File: config.mk
export PLATFORM = sky130hd
export DESIGN_NAME = packet_buf_cntl
export DESIGN_NICKNAME = d
export VERILOG_FILES = /design/src/rtl/packet_buf_cntl.sv
export SDC_FILE = /design/constraint.sdc
export NUM_CORES = 1
export LEC_CHECK = 0
export CAP_MARGIN = 30
export CORE_AREA = 3 3 135 137
export CTS_CLUSTER_DIAMETER = 150
export DETAILED_ROUTE_END_ITERATION = 8
export DIE_AREA = 0 0 138 140
export DONT_BUFFER_PORTS = 1
export GPL_TIMING_DRIVEN = 0
export HOLD_SLACK_MARGIN = 0.15
export PLACE_DENSITY = 0.51
export SLEW_MARGIN = 20
export SYNTH_ARGS = -nofsm -noshare
export SYNTH_HDL_FRONTEND = slang
export SYNTH_SLANG_ARGS = --single-unit
File: constraint.sdc
create_clock -name i_clk -period 9.33 [get_ports i_clk]
set_clock_uncertainty 0.2 [all_clocks]
set_input_delay 1.866 -clock i_clk [delete_from_list [all_inputs] [get_ports i_clk]]
set_output_delay 1.866 -clock i_clk [all_outputs]
set_load 0.03 [all_outputs]
File: src/rtl/packet_buf_cntl.sv
// packet_buf_cntl: packet buffer controller between NUM_SRC packet producers and the
// downstream packet FIFO. Round-robin arbitrates writers into a single-port circular SRAM,
// drains stored packets to the FIFO when no write is eligible, tracks occupancy, and
// handles replay-iteration flush plus a terminal stall on the final replay iteration.
//
// Ports:
//   i_clk, i_rst_n                 clock, asynchronous active-low reset
//   i_src_valid / i_src_packet     per-source packet valid / data (source i at [i*PACKET_W +: PACKET_W])
//   o_src_ready                    one-hot write grant (combinational)
//   i_replay_iter_flag, i_replay_iter  replay boundary pulse and current iteration
//   i_fifo_full                    downstream almost-full
//   i_sram_rdata                   SRAM read data, valid one cycle after o_sram_re_en
//   o_sram_wr_en, o_sram_re_en, o_sram_addr, o_sram_wdata  SRAM port
//   o_out_valid, o_out_packet      packet to FIFO
//   o_count, o_buf_full, o_buf_empty  occupancy
//   o_state                        FSM state (IDLE=0, STREAM=1, STALL=2)
module packet_buf_cntl #(
  parameter int unsigned PACKET_W  = 64,
  parameter int unsigned DEPTH     = 64,
  parameter int unsigned NUM_SRC   = 2,
  parameter int unsigned ITER_W    = 2,
  parameter int unsigned STOP_ITER = 3,
  localparam int unsigned AW = $clog2(DEPTH),
  localparam int unsigned CW = AW + 1,
  localparam int unsigned SW = (NUM_SRC > 1) ? $clog2(NUM_SRC) : 1
) (
  input  logic                        i_clk,
  input  logic                        i_rst_n,
  input  logic [NUM_SRC-1:0]          i_src_valid,
  input  logic [NUM_SRC*PACKET_W-1:0] i_src_packet,
  output logic [NUM_SRC-1:0]          o_src_ready,
  input  logic                        i_replay_iter_flag,
  input  logic [ITER_W-1:0]           i_replay_iter,
  input  logic                        i_fifo_full,
  input  logic [PACKET_W-1:0]         i_sram_rdata,
  output logic                        o_sram_wr_en,
  output logic                        o_sram_re_en,
  output logic [AW-1:0]               o_sram_addr,
  output logic [PACKET_W-1:0]         o_sram_wdata,
  output logic                        o_out_valid,
  output logic [PACKET_W-1:0]         o_out_packet,
  output logic [CW-1:0]               o_count,
  output logic                        o_buf_full,
  output logic                        o_buf_empty,
  output logic [1:0]                  o_state
);

  typedef enum logic [1:0] {
    StIdle   = 2'd0,
    StStream = 2'd1,
    StStall  = 2'd2
  } state_e;

  state_e              r_state, w_state_nxt;
  logic [AW-1:0]       r_wr_ptr, r_rd_ptr;
  logic [CW-1:0]       r_count;
  logic [SW-1:0]       r_rr;
  logic                r_rd_pend;
  logic [PACKET_W-1:0] r_out_hold;

  logic                w_full, w_empty;
  logic                w_active, w_replay;
  logic                w_found;
  logic [SW-1:0]       w_win;
  logic [SW:0]         w_idx;
  logic [SW-1:0]       w_rr_nxt;
  logic                w_wr, w_rd;
  logic [PACKET_W-1:0] w_pkt;

  assign w_full   = (r_count == CW'(DEPTH));
  assign w_empty  = (r_count == '0);
  // A replay-flag cycle suppresses all grants and SRAM traffic.
  assign w_active = (r_state == StStream) && !i_replay_iter_flag;
  assign w_replay = (r_state == StStream) && i_replay_iter_flag;

  // Round-robin search starting at r_rr, wrapping modulo NUM_SRC.
  always_comb begin
    w_found = 1'b0;
    w_win   = '0;
    w_idx   = '0;
    for (int k = 0; k < NUM_SRC; k++) begin
      w_idx = {1'b0, r_rr} + (SW+1)'(k);
      if (w_idx >= (SW+1)'(NUM_SRC)) begin
        w_idx = w_idx - (SW+1)'(NUM_SRC);
      end
      if (!w_found && i_src_valid[w_idx[SW-1:0]]) begin
        w_found = 1'b1;
        w_win   = w_idx[SW-1:0];
      end
    end
  end

  assign w_rr_nxt = (w_win == SW'(NUM_SRC - 1)) ? '0 : w_win + 1'b1;
  assign w_pkt    = i_src_packet[w_win*PACKET_W +: PACKET_W];

  // Write has priority; a read only goes out when no write is eligible.
  assign w_wr = w_active && w_found && !w_full;
  assign w_rd = w_active && !(w_found && !w_full) && !w_empty && !i_fifo_full;

  always_comb begin
    o_src_ready  = '0;
    o_sram_addr  = '0;
    o_sram_wdata = '0;
    if (w_wr) begin
      o_src_ready  = NUM_SRC'(1) << w_win;
      o_sram_addr  = r_wr_ptr;
      o_sram_wdata = w_pkt;
    end else if (w_rd) begin
      o_sram_addr  = r_rd_ptr;
    end
  end

  assign o_sram_wr_en = w_wr;
  assign o_sram_re_en = w_rd;

  always_comb begin
    w_state_nxt = r_state;
    unique case (r_state)
      StIdle:   w_state_nxt = StStream;
      StStream: begin
        if (i_replay_iter_flag) begin
          w_state_nxt = (i_replay_iter == ITER_W'(STOP_ITER)) ? StStall : StIdle;
        end
      end
      StStall:  w_state_nxt = StStall;
      default:  w_state_nxt = StIdle;
    endcase
  end

  always_ff @(posedge i_clk or negedge i_rst_n) begin
    if (!i_rst_n) begin
      r_state    <= StIdle;
      r_wr_ptr   <= '0;
      r_rd_ptr   <= '0;
      r_count    <= '0;
      r_rr       <= '0;
      r_rd_pend  <= 1'b0;
      r_out_hold <= '0;
    end else begin
      r_state   <= w_state_nxt;
      // w_rd is never set in a replay cycle, so an in-flight read is not extended.
      r_rd_pend <= w_rd;
      if (r_rd_pend) begin
        r_out_hold <= i_sram_rdata;
      end
      if (w_replay) begin
        r_wr_ptr <= '0;
        r_rd_ptr <= '0;
        r_count  <= '0;
      end else begin
        if (w_wr) begin
          r_wr_ptr <= r_wr_ptr + 1'b1;
          r_count  <= r_count + 1'b1;
          r_rr     <= w_rr_nxt;
        end
        if (w_rd) begin
          r_rd_ptr <= r_rd_ptr + 1'b1;
          r_count  <= r_count - 1'b1;
        end
      end
    end
  end

  // SRAM data arrives the cycle after issue; pass it straight through while the read is
  // pending (one-cycle latency) and hold the last delivered packet otherwise.
  assign o_out_valid  = r_rd_pend;
  assign o_out_packet = r_rd_pend ? i_sram_rdata : r_out_hold;

  assign o_count     = r_count;
  assign o_buf_full  = w_full;
  assign o_buf_empty = w_empty;
  assign o_state     = r_state;

endmodule
==> results_dict.tcl <==
set metrics [dict create \
    hold-path-endpoint "r_rr" \
    critPathMaxStageDelay_ns 0.80 \
    reg2reg_from "o_count[1]" \
    dieArea_sq_mm 0.0193 \
    setup_violations 0 \
    grt_pass1_vias 3936 \
    path_cells "inv_1 > o21ai_0 > clkbuf_1 > clkbuf_1 > nand2_1 > a21oi_1" \
    outcome "finished clean" \
    io_buffer_count 0 \
    fin_crit_sh 0.632 \
    io-pin-count 350 \
    crit_type "primary input to output port" \
    cap_violations 0 \
    hold_buffers 0 \
    synth_nets 725 \
    core_sq_mm 0.0172 \
    clock_power_share 0.205 \
    drive_gt1_frac 0.188 \
    fillers 1820 \
    grt_max_degree 88 \
    yosys_warnings 0 \
    rrSetupSlack_ns 5.59 \
    internal-power_mw 0.928 \
    path_common_cell "clkbuf_1" \
    rsz0062_at_grt "false" \
    synthArstFlopShare 1.00 \
    cp-start-kind "primary input" \
    num_vias 3965 \
    holdPathStages 2 \
    worstHoldStart "r_rr" \
    leakagePower_nw 2.38 \
    root_buffer "clkbuf_16" \
    ir_drop_uv 138 \
    nets 736 \
    floorplan.initialDensity 0.278 \
    dieWidth_um 138 \
    drt-total-wl_mm 17.9 \
    clk_latency_ns 0.34 \
    cts_tree "built" \
    synthCells 521 \
    finalHoldViolations 0 \
    rows 48 \
    rr_worst_depth 12 \
    yosysUniqueCellTypes 52 \
    synthFlopType "dfrtp_1" \
    cts_setup_buffers 0 \
    synth.area.top_cells "dfrtp_1, mux2_2, nand2_1" \
    power_frac_comb 0.463 \
    clockBufferDepth 2 \
    r2r-end "o_count[6]" \
    power_density_mw_per_mm2 335 \
    synth_edf_count 0 \
    synth-seq-cells 87 \
    vias_per_cell 5.20 \
    power_switching_mw 0.870 \
    antenna_found_initial 1 \
    maxSlewHeadroom 0.335 \
    cp.required_ns 7.26 \
    crit_fanout 10 \
    worstMarginPinSlew_ns 0.990 \
    fmax_ghz 0.170 \
    htreeDepth 3 \
    min-delay-path-class "flip-flop to flip-flop" \
    crit_slowest_cell "a21oi_1" \
    grt-ovfl-total 0 \
    synth_area_leader_cell "dfrtp_1" \
    syn_area_sq_mm 0.00478 \
    areaGrowthSynthToFinish_pct 12.4 \
    yosysTopAreaCellShare 0.456 \
    post_cts_resized 0 \
    grt_usage 0.176 \
    finalPower_mw 1.80 \
    ys_seq_area_frac 0.456 \
    first_pass_iters 5 \
    period_minus_slack_ns 5.90 \
    drt_first_iter_violations 290 \
    cts.clk_slew.worst_paths_ns 0.07 \
    grt_pass1_wl_mm 26.1 \
    slew_viol_final 0 \
    wire_per_inst_um 23.5 \
    multiInputGateArea_sq_mm 0.00241 \
    fin_setup_tns_ns 0 \
    dp_hpwl_mm 15.1 \
    avgSynthCellArea_sq_um 9.17 \
    num_antenna_cells 0 \
    die_y_um 140 \
    ant_nets 0 \
    switching_share 0.484 \
    clkSinkCount 87 \
    cts_buffers 9 \
    sequentialPowerShare 0.332 \
    cp-end-kind "output port" \
    regArea_sq_mm 0.00218 \
    route.detailed.drc 0 \
    gp_congestion 0.970 \
    critical_path_arrival_ns 3.83 \
]
## sequential cells by signal, summed over array words and instances, names as in the netlist
signal / flops
r_out_hold: 64
o_count: 7
r_rd_ptr: 6
r_wr_ptr: 6
o_state: 2
o_out_valid: 1
r_rr: 1
## cell families (layout without fill, tap and decap cells)
| group | Yosys count | after routing | synth area share |
|---|---|---|---|
| AOI/OAI and AO/OA | 106 | 106 | 0.136 |
| xor gates and xnor gates | 11 | 11 | 0.0202 |
| adders and majority gates | 4 | 4 | 0.0105 |
| buffers and inverters | 45 | 61 | 0.0396 |
| DFF | 87 | 87 | 0.456 |
| muxes | 69 | 69 | 0.161 |
| and+or+nand+nor | 199 | 199 | 0.177 |
## per-stage QoR
step	cell area (sq um)	std cells	setup WS (ns)	hold WS [ns]	utilization
after floorplan	4780	521	3.87	0.298	-
after global placement	5060	746	3.24	0.312	0.294
after detailed placement	5060	746	3.47	0.329	0.294
after CTS	5370	762	3.46	0.340	0.313
after global routing	5370	762	3.25	0.391	0.313
final	5370	762	3.43	0.332	0.313
## power groups by stage
stage / clock, mW / combinational, mW / sequential, mW
global route: 0.401 / 0.884 / 0.617
CTS: 0.384 / 0.841 / 0.600
floorplan: 0 / 0.722 / 0.585
finish: 0.368 / 0.833 / 0.597
global placement: 0 / 0.828 / 0.600
detailed placement: 0 / 0.840 / 0.607
## synthesized netlist by cell type, drive strengths merged (6+ instances only)
cell type / instances
dfrtp: 87
nor3: 10
o21ai: 8
buf: 8
inv: 8
mux2: 64
clkbuf: 29
xnor2: 6
a22o: 6
nor2: 20
nand2: 145
a21oi: 72
nand3: 7
## metal layers
metal	vias up	track usage	part of all wire
li1	1797	-	-
met1	1913	0.208	0.37
met2	238	0.255	0.44
met3	15	0.135	0.17
met4	2	0.0369	0.013
met5	-	0	0.00039
## how the worst max path moves through the flow
stage / from / end / slack (ns) / cells after the start
6_report: i_src_valid[0] / o_sram_wdata[38] / 3.43 / 6
5_1_grt: i_src_valid[0] / o_sram_wdata[43] / 3.25 / 6
4_1_cts: i_src_valid[0] / o_sram_wdata[43] / 3.46 / 6
3_5_place_dp: i_src_valid[0] / o_sram_wdata[43] / 3.47 / 6
3_3_place_gp: i_replay_iter_flag / o_sram_addr[4] / 3.24 / 6
2_1_floorplan: i_fifo_full / o_sram_addr[4] / 3.87 / 6
## worst max-delay path, delay by kind of cell
kind / cells / cell delay, ns
AND/OR/NAND/NOR: 1 / 0.10
buffers and inverters: 3 / 0.85
AO/OA/AOI/OAI: 2 / 1.02
## area by class of cell
| class | instances | area share |
|---|---|---|
| Tap cell | 225 | 0.0524 |
| Inverter | 8 | 0.00559 |
| Clock buffer | 9 | 0.0419 |
| Clock inverter | 7 | 0.0163 |
| Sequential cell | 87 | 0.405 |
| Multi-Input combinational cell | 389 | 0.449 |
| Buffer | 37 | 0.0296 |
## cells in the final DEF, fill, tap and decap left out, types with 4 or more instances in the layout
cell	synthesis	routed
ha_1	4	4
nand3_1	7	7
o21ai_1	3	4
nor2_1	20	20
dfrtp_1	87	87
nand2_1	145	145
clkbuf_16	0	9
a21oi_1	71	71
mux2_2	64	64
o21ai_0	5	4
xor2_1	5	5
buf_2	5	5
nor3_1	8	8
xnor2_1	6	6
mux2i_1	5	5
clkbuf_1	27	27
inv_1	7	7
a22o_1	6	6
(Power assumes the default switching activity.)
